==> src/rtl/calendar_ctrl.sv <==
// Calendar sequencer: on each midnight tick it reads day/month/year over a
// shared bus and loads the next date. It also runs the button-driven
// date-set mode (day -> month -> year) and commits the edited values.
module calendar_ctrl #(
   parameter int YEAR_W   = 7,
   parameter int YEAR_MAX = 99
) (
   input  logic                  clk_i,
   input  logic                  clear_i,
   input  logic                  day_tick_i,
   input  logic                  btn_mode_i,
   input  logic                  btn_inc_i,
   input  logic [YEAR_W-1:0]     bus_in_i,
   output logic [2:0]            rd_en_o,
   output logic                  day_ld_o,
   output logic                  month_ld_o,
   output logic                  year_ld_o,
   output logic [3*YEAR_W-1:0]   ld_data_o,
   output logic [1:0]            edit_field_o,
   output logic [YEAR_W-1:0]     edit_val_o
);

   typedef enum logic [3:0] {
      IDLE, RD_D, RD_M, RD_Y, UPD, SET_D, SET_M, SET_Y, COMMIT
   } state_t;

   localparam logic [YEAR_W-1:0] ONE_C  = YEAR_W'(1);
   localparam logic [YEAR_W-1:0] ZERO_C = YEAR_W'(0);
   localparam logic [YEAR_W-1:0] DEC_C  = YEAR_W'(12);
   localparam logic [YEAR_W-1:0] YMAX_C = YEAR_W'(YEAR_MAX);

   // Days in month; February has 29 days whenever the year is a multiple of 4.
   function automatic logic [YEAR_W-1:0] dim_f(input logic [YEAR_W-1:0] m,
                                                input logic [YEAR_W-1:0] y);
      logic [YEAR_W-1:0] r;
      case (m)
         YEAR_W'(4), YEAR_W'(6), YEAR_W'(9), YEAR_W'(11): r = YEAR_W'(30);
         YEAR_W'(2): r = (y[1:0] == 2'b00) ? YEAR_W'(29) : YEAR_W'(28);
         default:    r = YEAR_W'(31);
      endcase
      return r;
   endfunction

   state_t              state_q;
   logic                set_mode_q;
   logic [YEAR_W-1:0]   day_q, month_q, year_q;
   logic [2:0]          rd_en_q;
   logic                day_ld_q, month_ld_q, year_ld_q;
   logic [3*YEAR_W-1:0] ld_data_q;
   logic [1:0]          edit_field_q;
   logic [YEAR_W-1:0]   edit_val_q;

   logic [YEAR_W-1:0]   upd_mon_fix_s, upd_dim_s;
   logic                upd_mon_bad_s;
   logic [YEAR_W-1:0]   day_d, month_d, year_d;
   logic                day_ld_d, month_ld_d, year_ld_d;
   logic [YEAR_W-1:0]   edit_dim_s, inc_day_d, inc_mon_d, inc_yr_d, commit_day_d;

   // Next date for the tick update; the year is taken live from the bus in RD_Y.
   always_comb begin
      if ((month_q == ZERO_C) || (month_q > DEC_C)) begin
         upd_mon_fix_s = ONE_C;
         upd_mon_bad_s = 1'b1;
      end else begin
         upd_mon_fix_s = month_q;
         upd_mon_bad_s = 1'b0;
      end
      upd_dim_s  = dim_f(upd_mon_fix_s, bus_in_i);
      day_d      = day_q;
      month_d    = upd_mon_fix_s;
      year_d     = bus_in_i;
      day_ld_d   = 1'b1;
      month_ld_d = upd_mon_bad_s;
      year_ld_d  = 1'b0;
      if ((day_q == ZERO_C) || (day_q > upd_dim_s)) begin
         day_d = ONE_C;
      end else if (day_q < upd_dim_s) begin
         day_d = day_q + ONE_C;
      end else begin
         day_d      = ONE_C;
         month_ld_d = 1'b1;
         if (upd_mon_fix_s == DEC_C) begin
            month_d   = ONE_C;
            year_ld_d = 1'b1;
            year_d    = (bus_in_i >= YMAX_C) ? ZERO_C : (bus_in_i + ONE_C);
         end else begin
            month_d = upd_mon_fix_s + ONE_C;
         end
      end
   end

   // Field increments and commit clamp used during set mode.
   always_comb begin
      edit_dim_s = dim_f(month_q, year_q);
      inc_day_d  = (day_q >= edit_dim_s) ? ONE_C : (day_q + ONE_C);
      inc_mon_d  = (month_q >= DEC_C) ? ONE_C : (month_q + ONE_C);
      inc_yr_d   = (year_q >= YMAX_C) ? ZERO_C : (year_q + ONE_C);
      if (day_q > edit_dim_s) begin
         commit_day_d = edit_dim_s;
      end else if (day_q == ZERO_C) begin
         commit_day_d = ONE_C;
      end else begin
         commit_day_d = day_q;
      end
   end

   // Sequencer FSM with registered Moore outputs.
   always_ff @(posedge clk_i or posedge clear_i) begin
      if (clear_i) begin
         state_q      <= IDLE;
         set_mode_q   <= 1'b0;
         day_q        <= ONE_C;
         month_q      <= ONE_C;
         year_q       <= ZERO_C;
         rd_en_q      <= 3'b000;
         day_ld_q     <= 1'b0;
         month_ld_q   <= 1'b0;
         year_ld_q    <= 1'b0;
         ld_data_q    <= '0;
         edit_field_q <= 2'b00;
         edit_val_q   <= ZERO_C;
      end else begin
         day_ld_q   <= 1'b0;
         month_ld_q <= 1'b0;
         year_ld_q  <= 1'b0;
         case (state_q)
            IDLE: begin
               rd_en_q <= 3'b000;
               if (day_tick_i) begin
                  state_q    <= RD_D;
                  rd_en_q    <= 3'b001;
                  set_mode_q <= 1'b0;
               end else if (btn_mode_i) begin
                  state_q    <= RD_D;
                  rd_en_q    <= 3'b001;
                  set_mode_q <= 1'b1;
               end else begin
                  state_q <= IDLE;
               end
            end
            RD_D: begin
               day_q   <= bus_in_i;
               rd_en_q <= 3'b010;
               state_q <= RD_M;
            end
            RD_M: begin
               month_q <= bus_in_i;
               rd_en_q <= 3'b100;
               state_q <= RD_Y;
            end
            RD_Y: begin
               rd_en_q <= 3'b000;
               if (set_mode_q) begin
                  year_q       <= bus_in_i;
                  state_q      <= SET_D;
                  edit_field_q <= 2'b01;
                  edit_val_q   <= day_q;
               end else begin
                  day_q      <= day_d;
                  month_q    <= month_d;
                  year_q     <= year_d;
                  day_ld_q   <= day_ld_d;
                  month_ld_q <= month_ld_d;
                  year_ld_q  <= year_ld_d;
                  ld_data_q  <= {year_d, month_d, day_d};
                  state_q    <= UPD;
               end
            end
            UPD: begin
               state_q <= IDLE;
            end
            SET_D: begin
               if (btn_mode_i) begin
                  state_q      <= SET_M;
                  edit_field_q <= 2'b10;
                  edit_val_q   <= month_q;
               end else if (btn_inc_i) begin
                  day_q      <= inc_day_d;
                  edit_val_q <= inc_day_d;
               end else begin
                  state_q <= SET_D;
               end
            end
            SET_M: begin
               if (btn_mode_i) begin
                  state_q      <= SET_Y;
                  edit_field_q <= 2'b11;
                  edit_val_q   <= year_q;
               end else if (btn_inc_i) begin
                  month_q    <= inc_mon_d;
                  edit_val_q <= inc_mon_d;
               end else begin
                  state_q <= SET_M;
               end
            end
            SET_Y: begin
               if (btn_mode_i) begin
                  state_q      <= COMMIT;
                  day_q        <= commit_day_d;
                  day_ld_q     <= 1'b1;
                  month_ld_q   <= 1'b1;
                  year_ld_q    <= 1'b1;
                  ld_data_q    <= {year_q, month_q, commit_day_d};
                  edit_field_q <= 2'b00;
                  edit_val_q   <= ZERO_C;
               end else if (btn_inc_i) begin
                  year_q     <= inc_yr_d;
                  edit_val_q <= inc_yr_d;
               end else begin
                  state_q <= SET_Y;
               end
            end
            COMMIT: begin
               state_q <= IDLE;
            end
            default: begin
               state_q      <= IDLE;
               rd_en_q      <= 3'b000;
               edit_field_q <= 2'b00;
               edit_val_q   <= ZERO_C;
            end
         endcase
      end
   end

   assign rd_en_o      = rd_en_q;
   assign day_ld_o     = day_ld_q;
   assign month_ld_o   = month_ld_q;
   assign year_ld_o    = year_ld_q;
   assign ld_data_o    = ld_data_q;
   assign edit_field_o = edit_field_q;
   assign edit_val_o   = edit_val_q;

endmodule

==> config.mk <==
export PLATFORM = sky130hd
export DESIGN_NAME = calendar_ctrl
export DESIGN_NICKNAME = d
export VERILOG_FILES = /design/src/rtl/calendar_ctrl.sv
export SDC_FILE = /design/constraint.sdc
export NUM_CORES = 1
export LEC_CHECK = 0
export CORE_MARGIN = 2
export CORE_UTILIZATION = 40
export DETAILED_ROUTE_END_ITERATION = 16
export PLACE_DENSITY = 0.56
export SYNTH_ARGS = -nofsm -noshare
export SYNTH_HDL_FRONTEND = slang
export SYNTH_SLANG_ARGS = --single-unit
==> constraint.sdc <==
create_clock -name clk_i -period 7.2 [get_ports clk_i]
set_clock_uncertainty 0.05 [all_clocks]
set_input_delay 2.16 -clock clk_i [delete_from_list [all_inputs] [get_ports clk_i]]
set_output_delay 2.16 -clock clk_i [all_outputs]
set_load 0.03 [all_outputs]
==> flow_summary.ini, run 1 <==
[cells_and_area]
area_delta_synth_final_pct = 18.4
diodes = 0
fillers = 1081
fin_nets = 585
drive_gt1_frac = 0.0587
final_util = 0.491

[drt]
drt-total-wl_um = 14600
drt_iter0_drc = 267
via_per_inst = 6.12
ant_nets = 0
firstDrtPassIters = 5
vias = 4299
drc = 0
wire_per_inst_um = 20.8

[worst_setup_path]
worstReg2RegEnd = year_q[3]$_DFFE_PP0P_
critPathMaxFanout = 12
criticalPathCategory = input pin to flop
r2r-start = month_q[0]$_DFFE_PP1P_
ff2ff_path_depth = 16
critPathLaunchType = input pin
required_ns = 7.42
crit_arrival_ns = 5.30
end_kind = flop
rrSetupSlack_ns = 2.62

[grt]
antenna_found_initial = 0
overflow = 0
grt_pass1_vias = 4048
grt_usage = 0.240
grt_pass1_wl_um = 23000
grt_max_degree = 63

[yosys]
netlist_area_mm2 = 0.00453
yosysSeqAreaShare = 0.343
ys_warn_count = 0
synth-edff-count = 0
synth_cell_type_count = 81
syn-num-nets = 568
avgSynthCellArea_um2 = 8.39
synth_top_flop_cell = dfrtp_1
syn_inst = 540
synth_seq_cells = 62
ys_async_sr_fraction = 1.00

[clock_tree]
post_cts.repair.setup_buffers = 0
cts_tree = done
clkTransAtPathRegs_ns = 0.06
cts_resized = 0
numCtsBuffers = 9
clk_latency_ns = 0.35
clock_tree.root_cell = clkbuf_16
cts.sink_count = 62
clk_path_buf_depth = 2
hold_buffers = 0
h-tree-depth = 3

[timing]
setup_ws_ns = 2.12
finalHoldViolCount = 0
tns_ns = 0
fmax_mhz = 197
fin_crit_sh = 0.705
setup_viol_count_final = 0
fin_crit_ns = 5.08
rsz0062_at_grt = false
tightest_slew_ns = 1.12
whs_ns = 0.427
slew_headroom = 0.251
slew_viol_final = 0

[hold_path]
hold_class = flop to flop
holdPathStages = 2
whs_endpoint = ld_data_o[12]$_DFFE_PP0P_
hp-start = ld_data_o[12]$_DFFE_PP0P_

[power]
power_mw = 2.70
p_leak_nw = 2.20
power_density_mw_per_mm2 = 504
peakVddDrop_uv = 218

[placed_design]
dp_slack_ns = 1.84
dp_hpwl_um = 10400
io_buffers = 47
gp_congestion = 0.910

[job]
maxCapViolations = 0

[die]
core_region_area_mm2 = 0.0109
rows = 38
dieArea_mm2 = 0.0122
ios = 48
die_w_um = 110
die_height_um = 110
initial_core_util = 0.414

[run_status]
status = finished clean
-- layout by cell type, fill, tap and decap left out, types with 8 or more instances in the layout --
master,count
o211ai_1,9
nand2_1,48
nand3_1,31
inv_1,21
o221ai_1,9
a31oi_1,13
a21oi_1,30
and3_1,9
or3_1,10
nor2b_1,8
nor2_1,38
o21ai_0,37
ha_1,16
clkbuf_16,9
nand2b_1,8
clkdlybuf4s50_1,47
dfrtp_1,60
-- cell usage after synthesis (3+ instances only) --
cell type / number / area share
a221oi_1: 4 / 0.0077
a22o_1: 6 / 0.012
or4b_1: 3 / 0.0066
a41oi_1: 6 / 0.012
or3_1: 10 / 0.014
dfrtp_1: 60 / 0.33
a211o_1: 4 / 0.0077
nand3_1: 31 / 0.034
and2_1: 4 / 0.0055
a32oi_1: 4 / 0.0077
o21ai_0: 37 / 0.041
nand2_1: 48 / 0.040
o21a_1: 3 / 0.0050
o221ai_1: 9 / 0.017
nor2b_1: 8 / 0.011
a211oi_1: 6 / 0.0099
nor2_1: 38 / 0.031
o21bai_1: 3 / 0.0050
a31oi_1: 13 / 0.018
and3_1: 9 / 0.012
o211ai_1: 9 / 0.015
buf_2: 10 / 0.011
nand3b_1: 3 / 0.0050
o32ai_1: 3 / 0.0058
nor3b_1: 3 / 0.0050
and4b_1: 3 / 0.0066
buf_1: 4 / 0.0033
a21oi_1: 30 / 0.033
nand4_1: 5 / 0.0069
xnor2_1: 6 / 0.012
nor3_1: 7 / 0.0077
nand2b_1: 8 / 0.011
inv_1: 22 / 0.018
ha_1: 16 / 0.044
mux2i_1: 5 / 0.011
nor4_1: 3 / 0.0041
clkbuf_1: 28 / 0.023
xor2_1: 5 / 0.0097
a22oi_1: 7 / 0.012
-- worst max-delay path by stage --
| stage | startpoint | to | slack [ns] |
|---|---|---|---|
| global route | bus_in_i[0] | year_q[3]$_DFFE_PP0P_ | 2.00 |
| global placement | bus_in_i[1] | year_q[3]$_DFFE_PP0P_ | 1.93 |
| finish | bus_in_i[1] | year_q[3]$_DFFE_PP0P_ | 2.12 |
| CTS | bus_in_i[0] | year_q[3]$_DFFE_PP0P_ | 2.18 |
| floorplan | bus_in_i[0] | ld_data_o[19]$_DFFE_PP0P_ | 2.76 |
| detailed placement | bus_in_i[0] | year_q[3]$_DFFE_PP0P_ | 1.84 |
-- flip-flops by register name, indices dropped and copies added, names as in the netlist --
signal / flops
month_ld_o: 1
rd_en_o: 3
edit_field_o: 2
edit_val_o: 7
month_q: 7
day_q: 7
set_mode_q: 1
day_ld_o: 1
year_q: 7
year_ld_o: 1
ld_data_o: 21
state_q: 4
-- critical path, cell delays in order --
cell and delay (ns):
clkdlybuf4s50_1 0.71, inv_1 0.09, ha_1 0.19, inv_1 0.05, a22oi_1 0.07, ha_1 0.33, and4bb_1 0.25, and3_1 0.36
nand3_2 0.32, or4b_1 0.59, a31oi_1 0.17
-- final cells by class --
cell class | count | area [µm²] | area share
Inverter | 23 | 86.3 | 0.0161
Timing Repair Buffer | 50 | 493 | 0.0919
Tap cell | 140 | 175 | 0.0327
Clock inverter | 5 | 105 | 0.0196
Clock buffer | 11 | 253 | 0.0471
Multi-Input combinational cell | 411 | 2700 | 0.503
Sequential cell | 62 | 1550 | 0.290
-- through the flow --
stage	area (µm²)	cells
CTS	5360	702
floorplan	4530	540
finish	5360	702
detailed placement	5010	686
global route	5360	702
global placement	5010	686
-- power by group --
group / switching [mW] / total [mW] / leakage, nW / internal, mW
Combinational: 0.861 / 1.41 / 1.27 / 0.548
Clock: 0.165 / 0.522 / 0.168 / 0.357
Sequential: 0.263 / 0.770 / 0.761 / 0.507
-- metal layers --
metal,GRT usage,vias up,part of all wire
met5,0,-,0
met3,0.0505,24,0.046
met2,0.373,125,0.46
li1,-,2067,-
met1,0.331,2083,0.47
met4,0.0867,0,0.029
-- cells by family after synthesis --
kind of cell,Yosys count,synth area share
AND/OR/NAND/NOR,205,0.253
flip-flops,62,0.343
multiplexers,6,0.0135
XOR/XNOR,11,0.0213
buffers and inverters,67,0.0616
adder cells (fa/ha/maj),16,0.0442
AO/OA/AOI/OAI,173,0.264
(Power assumes the default switching activity.)
==> inputs of run 2 (changes only) <==
- PLACE_DENSITY: 0.56 -> 0.58
- clock period: 7.2 -> 4.5 ns (I/O delays scaled with it)
==> flow_summary.ini, run 2 (synthesis results as in run 1) <==
[power]
power_frac_seq = 0.262
power_frac_clock = 0.194
p_int_mw = 2.34
p_sw_mw = 2.09
peakVddDrop_uv = 387
p_leak_nw = 2.28
power_mw = 4.43
sw_frac_of_total = 0.471
power_density_mw_per_mm2 = 807
combPwrFrac = 0.543

[drt]
drc = 0
firstDrtPassIters = 5
drt_iter0_drc = 443
ant_nets = 0
drt-total-wl_um = 15000
vias = 4481
via_per_inst = 6.26
wire_per_inst_um = 20.9

[grt]
overflow = 0
antenna_found_initial = 0
grt_pass1_vias = 4284
grt_max_degree = 36
grt_usage = 0.245
grt_pass1_wl_um = 24200

[cells_and_area]
area_delta_synth_final_pct = 21.1
diodes = 0
drive_gt1_frac = 0.0799
fin_nets = 599
final_common_cell = dfrtp_1
largest_reg_flops = 21
final_area_mm2 = 0.00549
layout_common_cells = dfrtp_1, nand2_1, clkdlybuf4s50_1

[timing]
fin_crit_ns = 4.12
tightest_slew_ns = 0.815
finalHoldViolCount = 0
fmax_mhz = 243
setup_viol_count_final = 0
whs_ns = 0.425
fin_crit_sh = 0.916
rsz0062_at_grt = false
slew_headroom = 0.456
tns_ns = 0
slew_viol_final = 0

[placed_design]
gp_congestion = 0.971
placed_cell_area_mm2 = 0.00512
io_buffers = 47
dp_hpwl_um = 10800

[clock_tree]
cts.sink_count = 62
hold_buffers = 0
cts_resized = 0
clk_path_buf_depth = 2
cts_tree = done
numCtsBuffers = 9
h-tree-depth = 3
clock_tree.root_cell = clkbuf_16
clkTransAtPathRegs_ns = 0.06
post_cts.repair.setup_buffers = 0
clk_latency_ns = 0.33

[die]
ios = 48
initial_core_util = 0.414
die_w_um = 110
dieArea_mm2 = 0.0122
core_region_area_mm2 = 0.0109
rows = 38
die_height_um = 110

[worst_setup_path]
required_ns = 4.71
critPathMaxFanout = 12
critPathLaunchType = flop
crit_arrival_ns = 4.33
end_kind = flop
criticalPathCategory = flop to flop

[run_status]
status = finished clean

[job]
maxCapViolations = 0

[hold_path]
hold_class = flop to flop
[run 2: final cells by class]
cell class / instances / area, µm²
clock buffer: 10 / 229
clock inverter: 6 / 134
fill: 1095 / 5450
inverter: 23 / 86.3
multi-input combinational: 411 / 2700
sequential: 62 / 1550
tap: 140 / 175
timing repair buffer: 64 / 611
[run 2: critical path, stage by stage (launching register included)]
cell	delay, ns
dfstp_2	0.52
inv_1	0.06
ha_1	0.25
or3b_2	0.21
nor3b_2	0.31
nand2_1	0.13
inv_1	0.08
ha_1	0.16
o21ai_0	0.08
o22ai_1	0.20
a22oi_1	0.10
ha_1	0.27
and4bb_1	0.25
and3_1	0.34
nand3_2	0.29
or4b_1	0.57
a31oi_1	0.16
[run 2: final timing paths]
check	from	end	slack, ns	depth (start not counted)
hold / removal	edit_field_o[1]$_DFFE_PP0P_	edit_field_o[1]$_DFFE_PP0P_	0.43	1
setup / recovery	month_q[0]$_DFFE_PP1P_	year_q[3]$_DFFE_PP0P_	0.38	16
hold reg to reg	edit_field_o[1]$_DFFE_PP0P_	edit_field_o[1]$_DFFE_PP0P_	0.43	1
min in group asynchronous	clear_i	ld_data_o[5]$_DFFE_PP0P_	1.42	2
max in group asynchronous	clear_i	month_q[0]$_DFFE_PP1P_	2.29	3
setup reg to reg	month_q[0]$_DFFE_PP1P_	year_q[3]$_DFFE_PP0P_	0.38	16
[run 2: metal layers]
metal | vias up | share of wire | GRT usage
li1 | 2092 | - | -
met1 | 2177 | 0.44 | 0.344
met2 | 181 | 0.47 | 0.395
met3 | 31 | 0.062 | 0.0373
met4 | 0 | 0.024 | 0.0692
met5 | - | 0 | 0
[run 2: through the flow]
step | util | setup slack [ns] | instances
after floorplan | - | 0.589 | 540
after global placement | 0.469 | 0.333 | 700
after detailed placement | 0.469 | 0.270 | 700
after CTS | 0.502 | 0.434 | 716
after global routing | 0.502 | 0.115 | 716
final | 0.502 | 0.379 | 716
[run 2: power groups by stage]
stage	clock [mW]	combinational (mW)	sequential, mW
global route	0.894	2.63	1.21
finish	0.861	2.41	1.16
global placement	0	2.36	1.16
detailed placement	0	2.37	1.17
CTS	0.870	2.39	1.16
floorplan	0	1.50	1.22
